## config.mk

```make
export PLATFORM = sky130hd
export DESIGN_NAME = pcs_block_sync_flat
export DESIGN_NICKNAME = d
export VERILOG_FILES = /design/src/rtl/pcs_block_sync_if.sv /design/src/rtl/pcs_block_sync.sv /design/src/flat_wrapper.sv
export SDC_FILE = /design/constraint.sdc
export NUM_CORES = 1
export LEC_CHECK = 0
export ABC_AREA = 1
export CORE_ASPECT_RATIO = 1.4
export CORE_MARGIN = 4
export CORE_UTILIZATION = 50
export DETAILED_ROUTE_END_ITERATION = 7
export GPL_ROUTABILITY_DRIVEN = 0
export PLACE_DENSITY = 0.69
export SLEW_MARGIN = 30
export SYNTH_ARGS = -nofsm -noshare
export SYNTH_HDL_FRONTEND = slang
export SYNTH_SLANG_ARGS = --single-unit
```

## constraint.sdc

```tcl
create_clock -name clk -period 2.59 [get_ports clk]
set_clock_uncertainty 0.05 [all_clocks]
set_input_delay 0.518 -clock clk [delete_from_list [all_inputs] [get_ports clk]]
set_output_delay 0.518 -clock clk [all_outputs]
set_load 0.05 [all_outputs]
```

## src/rtl/pcs_block_sync_if.sv

```systemverilog
// Lane-side bundle between the SERDES gearbox and the per-lane block synchroniser.
// slave: the synchroniser; master: the gearbox/driver side.
interface pcs_block_sync_if #(
    parameter int HEAD_W = 2
);
    logic              serdes_v_i;
    logic [HEAD_W-1:0] serdes_head_i;
    logic              gearbox_slip_o;
    logic              lock_o;
    logic              hi_ber_o;

    modport slave (
        input  serdes_v_i,
        input  serdes_head_i,
        output gearbox_slip_o,
        output lock_o,
        output hi_ber_o
    );

    modport master (
        output serdes_v_i,
        output serdes_head_i,
        input  gearbox_slip_o,
        input  lock_o,
        input  hi_ber_o
    );
endinterface

```

## src/rtl/pcs_block_sync.sv

```systemverilog
// Per-lane 66b block synchroniser: hunts for sync-header alignment with gearbox slips and reports lock.
// Optional hi-BER monitor is built when PCS_BLOCK_SYNC_HIBER_EN is defined; otherwise hi_ber_o is 0.
module pcs_block_sync #(
    parameter int HEAD_W      = 2,
    parameter int SH_CNT_N    = 64,
    parameter int SH_INVLD_N  = 16,
    parameter int SLIP_WAIT_N = 4,
    parameter int BER_WIN_N   = 19531,
    parameter int BER_BAD_N   = 16
) (
    input  logic               clk,
    input  logic               nreset,
    pcs_block_sync_if.slave    lane
);
    localparam int SH_W   = $clog2(SH_CNT_N + 1);
    localparam int INV_W  = $clog2(SH_INVLD_N + 1);
    localparam int SLIP_W = $clog2(SLIP_WAIT_N + 1);

    typedef enum logic [1:0] {
        UNLOCK    = 2'd0,
        LOCK      = 2'd1,
        SLIP_WAIT = 2'd2
    } state_t;

    state_t             r_state;
    state_t             w_state_nxt;
    logic [SH_W-1:0]    r_sh_cnt;
    logic [SH_W-1:0]    w_sh_cnt_nxt;
    logic [INV_W-1:0]   r_inv_cnt;
    logic [INV_W-1:0]   w_inv_cnt_nxt;
    logic [SLIP_W-1:0]  r_slip_cnt;
    logic [SLIP_W-1:0]  w_slip_cnt_nxt;
    logic               r_slip;
    logic               w_slip_nxt;
    logic               r_lock;
    logic               w_lock_nxt;

    logic               w_valid;
    logic               w_head_ok;
    logic [SH_W-1:0]    w_sh_inc;
    logic [INV_W-1:0]   w_inv_inc;
    logic [SLIP_W-1:0]  w_slip_inc;
    logic               w_sh_full;
    logic               w_inv_full;
    logic               w_slip_done;

    // Nothing in the BER path can work with a degenerate window or threshold.
    if (BER_WIN_N < 1 || BER_BAD_N < 1 || BER_BAD_N > BER_WIN_N || SLIP_WAIT_N < 1) begin : g_bad_cfg
        logic w_cfg_error;
        assign w_cfg_error = 1'b1;
    end

    assign w_valid     = lane.serdes_v_i;
    assign w_head_ok   = (lane.serdes_head_i == HEAD_W'(1)) || (lane.serdes_head_i == HEAD_W'(2));
    assign w_sh_inc    = r_sh_cnt + 1'b1;
    assign w_inv_inc   = r_inv_cnt + {{(INV_W-1){1'b0}}, ~w_head_ok};
    assign w_slip_inc  = r_slip_cnt + 1'b1;
    assign w_sh_full   = (w_sh_inc == SH_W'(SH_CNT_N));
    assign w_inv_full  = (w_inv_inc == INV_W'(SH_INVLD_N));
    assign w_slip_done = (w_slip_inc == SLIP_W'(SLIP_WAIT_N));

    always_ff @(posedge clk) begin
        if (!nreset) begin
            r_state <= UNLOCK;
        end else begin
            r_state <= w_state_nxt;
        end
    end

    always_comb begin
        w_state_nxt = r_state;
        if (w_valid) begin
            case (r_state)
                UNLOCK: begin
                    if (!w_head_ok) begin
                        w_state_nxt = SLIP_WAIT;
                    end else if (w_sh_full) begin
                        w_state_nxt = LOCK;
                    end
                end
                LOCK: begin
                    if (w_inv_full) begin
                        w_state_nxt = SLIP_WAIT;
                    end
                end
                SLIP_WAIT: begin
                    if (w_slip_done) begin
                        w_state_nxt = UNLOCK;
                    end
                end
                default: w_state_nxt = UNLOCK;
            endcase
        end
    end

    // Invalid-count check wins over window completion so a window-closing 16th error still drops lock.
    always_comb begin
        w_slip_nxt     = 1'b0;
        w_lock_nxt     = r_lock;
        w_sh_cnt_nxt   = r_sh_cnt;
        w_inv_cnt_nxt  = r_inv_cnt;
        w_slip_cnt_nxt = r_slip_cnt;
        if (w_valid) begin
            case (r_state)
                UNLOCK: begin
                    if (!w_head_ok) begin
                        w_slip_nxt     = 1'b1;
                        w_sh_cnt_nxt   = '0;
                        w_inv_cnt_nxt  = '0;
                        w_slip_cnt_nxt = '0;
                    end else if (w_sh_full) begin
                        w_lock_nxt    = 1'b1;
                        w_sh_cnt_nxt  = '0;
                        w_inv_cnt_nxt = '0;
                    end else begin
                        w_sh_cnt_nxt = w_sh_inc;
                    end
                end
                LOCK: begin
                    if (w_inv_full) begin
                        w_lock_nxt     = 1'b0;
                        w_slip_nxt     = 1'b1;
                        w_sh_cnt_nxt   = '0;
                        w_inv_cnt_nxt  = '0;
                        w_slip_cnt_nxt = '0;
                    end else if (w_sh_full) begin
                        w_sh_cnt_nxt  = '0;
                        w_inv_cnt_nxt = '0;
                    end else begin
                        w_sh_cnt_nxt  = w_sh_inc;
                        w_inv_cnt_nxt = w_inv_inc;
                    end
                end
                SLIP_WAIT: begin
                    w_slip_cnt_nxt = w_slip_done ? '0 : w_slip_inc;
                end
                default: begin
                    w_lock_nxt     = 1'b0;
                    w_sh_cnt_nxt   = '0;
                    w_inv_cnt_nxt  = '0;
                    w_slip_cnt_nxt = '0;
                end
            endcase
        end
    end

    always_ff @(posedge clk) begin
        if (!nreset) begin
            r_slip     <= 1'b0;
            r_lock     <= 1'b0;
            r_sh_cnt   <= '0;
            r_inv_cnt  <= '0;
            r_slip_cnt <= '0;
        end else begin
            r_slip     <= w_slip_nxt;
            r_lock     <= w_lock_nxt;
            r_sh_cnt   <= w_sh_cnt_nxt;
            r_inv_cnt  <= w_inv_cnt_nxt;
            r_slip_cnt <= w_slip_cnt_nxt;
        end
    end

    assign lane.gearbox_slip_o = r_slip;
    assign lane.lock_o         = r_lock;

`ifdef PCS_BLOCK_SYNC_HIBER_EN
    localparam int WIN_W = $clog2(BER_WIN_N + 1);
    localparam int BAD_W = $clog2(BER_BAD_N + 1);

    logic [WIN_W-1:0] r_ber_win;
    logic [BAD_W-1:0] r_ber_bad;
    logic             r_hi_ber;
    logic [WIN_W-1:0] w_ber_win_inc;
    logic [BAD_W-1:0] w_ber_bad_nxt;
    logic             w_ber_win_end;
    logic             w_ber_bad_full;

    assign w_ber_win_inc  = r_ber_win + 1'b1;
    assign w_ber_win_end  = (w_ber_win_inc == WIN_W'(BER_WIN_N));
    assign w_ber_bad_nxt  = (!w_head_ok && (r_ber_bad != BAD_W'(BER_BAD_N))) ? r_ber_bad + 1'b1 : r_ber_bad;
    assign w_ber_bad_full = (w_ber_bad_nxt == BAD_W'(BER_BAD_N));

    // Monitor runs only while locked; the block that loses lock wipes the window.
    always_ff @(posedge clk) begin
        if (!nreset) begin
            r_ber_win <= '0;
            r_ber_bad <= '0;
            r_hi_ber  <= 1'b0;
        end else if (w_valid && r_lock) begin
            if (!w_lock_nxt) begin
                r_ber_win <= '0;
                r_ber_bad <= '0;
                r_hi_ber  <= 1'b0;
            end else begin
                if (w_ber_bad_full) begin
                    r_hi_ber <= 1'b1;
                end else if (w_ber_win_end) begin
                    r_hi_ber <= 1'b0;
                end
                r_ber_win <= w_ber_win_end ? '0 : w_ber_win_inc;
                r_ber_bad <= w_ber_win_end ? '0 : w_ber_bad_nxt;
            end
        end
    end

    assign lane.hi_ber_o = r_hi_ber;
`else
    assign lane.hi_ber_o = 1'b0;
`endif

endmodule

```

## src/flat_wrapper.sv

```systemverilog
// flat-port wrapper written by rule: the top's interface ports become plain ports
module pcs_block_sync_flat 
#(
    parameter int HEAD_W      = 2,
    parameter int SH_CNT_N    = 64,
    parameter int SH_INVLD_N  = 16,
    parameter int SLIP_WAIT_N = 4,
    parameter int BER_WIN_N   = 19531,
    parameter int BER_BAD_N   = 16
)
  (clk, nreset, lane_serdes_v_i, lane_serdes_head_i, lane_gearbox_slip_o, lane_lock_o, lane_hi_ber_o);
  pcs_block_sync_if #(.HEAD_W(HEAD_W)) lane_i ();
  input  logic clk;
  input  logic nreset;
  input wire logic [$bits(lane_i.serdes_v_i)-1:0] lane_serdes_v_i;
  input wire logic [$bits(lane_i.serdes_head_i)-1:0] lane_serdes_head_i;
  output wire logic [$bits(lane_i.gearbox_slip_o)-1:0] lane_gearbox_slip_o;
  output wire logic [$bits(lane_i.lock_o)-1:0] lane_lock_o;
  output wire logic [$bits(lane_i.hi_ber_o)-1:0] lane_hi_ber_o;
  assign lane_i.serdes_v_i = lane_serdes_v_i;
  assign lane_i.serdes_head_i = lane_serdes_head_i;
  assign lane_gearbox_slip_o = lane_i.gearbox_slip_o;
  assign lane_lock_o = lane_i.lock_o;
  assign lane_hi_ber_o = lane_i.hi_ber_o;
  pcs_block_sync #(.HEAD_W(HEAD_W), .SH_CNT_N(SH_CNT_N), .SH_INVLD_N(SH_INVLD_N), .SLIP_WAIT_N(SLIP_WAIT_N), .BER_WIN_N(BER_WIN_N), .BER_BAD_N(BER_BAD_N)) u_core (.clk(clk), .nreset(nreset), .lane(lane_i));
endmodule
```

==> flow_summary_export.csv <==
group,metric,value,unit
routing,totalWireLength,2.77,mm
worst_setup_path,crit_buf_inv,4,
yosys,synthSimpleGateAreaFrac,44.0,%
worst_setup_path,endpoint,"u_core.r_inv_cnt[1]$_SDFFE_PN0P_",
placed_design,placed_area,1310,um^2
worst_setup_path,path_cells,"clkdlybuf4s50_1, xor2_2, inv_1, ha_2, ha_2, inv_1, nand2_1, nor2_1, nand3_1, nand2_2, buf_4, nor2_1, nand2_1, nand3_1, nand2_1, nor2_1",
yosys,synth_warnings,0,
yosys,synth_fp_nets,196,
routing,via_per_inst,5.56,
run,maxCapViolations,0,
worst_setup_path,cp_slowest_cell,"clkdlybuf4s50_1",
yosys,avgSynthCellArea,6.47,um^2
pwr,power.leakage,0.608,nW
pwr,total_power,0.000714,W
cts,root_buffer,"clkbuf_4",
yosys,synthXorXnorAreaFrac,1.46,%
yosys,synth_compound_area_share,8.32,%
timing,finalCritPeriodShare,97.2,%
worst_setup_path,required,2730,ps
timing,maxSlewViolCount,0,
finish,areaGrowthSynthToFinish,13.5,%
finish,layout_common_cells,"47 x nand2_1, 29 x nor2_1, 19 x dfxtp_1, 16 x nand3_1, 16 x a21oi_1",
pwr,peakVddDrop,362,uV
worst_setup_path,path_max_fanout,6,
cts,htreeDepth,1,
timing,setup_viol,0,
placed_design,pre_cts_slack,-188,ps
cts,path_clk_slew,100,ps
finish,drive_gt1_share,14.6,%
floorplan,num_io_pins,8,
routing,wl_per_cell,12.5,um
global_routing,antenna_found_initial,0,
routing,drtPass1Iterations,4,
floorplan,core_area,2230,um^2
finish,fin_area,1370,um^2
worst_setup_path,crit_start,"lane_serdes_head_i[0]",
cts,numCtsBuffers,3,
finish,final_common_cell,"nand2_1",
floorplan,die_x,49.5,um
routing,first_iter_violations,35,
worst_setup_path,r2r_start,"u_core.r_inv_cnt[0]$_SDFFE_PN0P_",
worst_setup_path,cp.depth,16,
worst_setup_path,worstReg2RegEnd,"u_core.r_inv_cnt[1]$_SDFFE_PN0P_",
timing,period_needed,2520,ps
yosys,synth_top_family_by_area,"simple AND/OR/NAND/NOR gates",
yosys,yosys-top-cells-area,"dfxtp_1 32%, nand2_1 15%, nor2_1 9.0%",
finish,nets,210,
floorplan,rows,20,
yosys,synth.ff_latch_count,19,
worst_setup_path,max_stage_delay,450,ps
floorplan,dieArea,3270,um^2
yosys,synthFlopType,"dfxtp_1",
global_routing,grt_pass1_wl,4.86,mm
yosys,ys_seq_area_share,31.6,%
pwr,powerDensity,522,nW/um^2
yosys,yosysTopAreaCell,"dfxtp_1",
yosys,synth-adder-area-share,5.20,%
floorplan,fp.dieH,66.1,um
floorplan,start_util,54.0,%
timing,fmax,0.397,GHz
worst_setup_path,arrival,2660,ps
run_status,status,"finished, final reports clean",
placed_design,place_hpwl,2.05,mm
timing,finalWorstSetupSlack,72.2,ps
routing,drtAntennaViolNets,0,
routing,num_vias,1229,
timing,hold_violations,0,
yosys,synth_top_area_share,31.6,%
worst_setup_path,critPathTopFamily,"buffers and inverters",
worst_setup_path,reg2reg_slack,660,ps
global_routing,grt_max_degree,12,
global_routing,grt_pass1_vias,1201,
yosys,synthArstFlopShare,0,%
yosys,netlist_area,1200,um^2
worst_hold_path,hold_start,"u_core.r_sh_cnt[6]$_SDFFE_PN0P_",
worst_setup_path,worstSetupEndpointType,"flop",
cts,clk_latency,290,ps
cts,cts_tree,"built",
worst_setup_path,startpoint_type,"primary input",
yosys,synth_cells,186,
yosys,yosysUniqueCellTypes,26,
placed_design,io_buffers,6,
cts,clkSinkCount,19,
yosys,muxShareOfSynthArea,0,%
timing,holdWs,441,ps
global_routing,grt_overflow_total,0,
finish,antenna_cells,0,
yosys,synth-edff-count,0,
global_routing,grt_use_total,18.6,%
cts,clockBufferDepth,2,
routing,drc_errors,0,
cts,hold_buffers,0,
worst_hold_path,hold_path.class,"reg -> reg",
worst_setup_path,crit_type,"in -> reg",
worst_setup_path,reg2reg_depth,13,
-- report_power, final --
part	internal, W	switching (W)
clock	0.0000599	0.0000852
sequential	0.000315	0.0000265
combinational	0.0000850	0.000142
-- how the worst min path moves through the flow --
stage | depth (start not counted) | endpoint | slack, ps
after floorplan | 2 | u_core.r_sh_cnt[6]$_SDFFE_PN0P_ | 400
after global placement | 2 | u_core.lane.lock_o$_SDFFE_PN0P_ | 410
after detailed placement | 2 | u_core.lane.lock_o$_SDFFE_PN0P_ | 420
after CTS | 2 | u_core.lane.lock_o$_SDFFE_PN0P_ | 450
after global routing | 2 | u_core.r_sh_cnt[6]$_SDFFE_PN0P_ | 490
final | 2 | u_core.r_sh_cnt[6]$_SDFFE_PN0P_ | 440
-- flip-flops by register name, indices dropped and copies added (netlist names) --
signal,cells
u_core.lane.lock_o,1
u_core.lane.gearbox_slip_o,1
u_core.r_inv_cnt,5
u_core.r_slip_cnt,3
u_core.r_sh_cnt,7
u_core.r_state,2
-- worst register-to-register path: stages, from the launching register on --
cell	delay, ps
dfxtp_1	370
ha_2	210
ha_2	270
inv_1	80
nand2_1	60
nor2_1	110
nand3_1	120
nand2_2	170
buf_4	140
nor2_1	40
nand2_1	50
nand3_1	70
nand2_1	70
nor2_1	40
-- Yosys cell counts, types with 2 or more instances --
library cell  count
nand2_1          49
inv_1            15
nand3_1          16
nor2_4            2
nand3b_1          2
xor2_1            2
a21oi_1          16
ha_1              5
clkinv_1          2
buf_4             2
dfxtp_1          19
o21ai_0           2
nor2_1           29
o21ai_1           2
nand2_2           3
nand4_1           4
inv_2             4
nor3_1            4
-- logic make-up (layout without fill, tap and decap cells) --
| family | Yosys count | after routing |
|---|---|---|
| xor gates and xnor gates | 2 | 2 |
| adders and majority gates | 5 | 5 |
| AOI/OAI and AO/OA | 20 | 20 |
| other | 1 | 1 |
| and+or+nand+nor | 114 | 114 |
| buffers and inverters | 25 | 38 |
| DFF | 19 | 19 |
-- timing repair --
item / CTS / global route
buffers inserted: 0 / 1
gates resized for setup: 0 / 7
setup endpoints to repair: 0 / 16
-- layer usage --
layer,wire length [um],track usage (%)
met5,0,0
met4,84,7.96
met3,126,2.03
met2,1480,36.9
met1,1080,19.4
-- layout make-up --
type / instances / area, um^2
Fill cell: 218 / 861
Multi-Input combinational cell: 142 / 738
Sequential cell: 19 / 380
Timing Repair Buffer: 13 / 115
Inverter: 21 / 78.8
Tap cell: 22 / 27.5
Clock buffer: 4 / 26.3
-- through the flow --
stage	utilization [%]	TNS (ps)	cells
3_3_place_gp	58.6	-560	216
4_1_cts	59.8	0	220
2_1_floorplan	-	0	186
5_1_grt	61.3	-100	221
6_report	61.3	0	221
3_5_place_dp	58.6	-2290	216
Note: power is estimated with default switching activity, not from simulation.
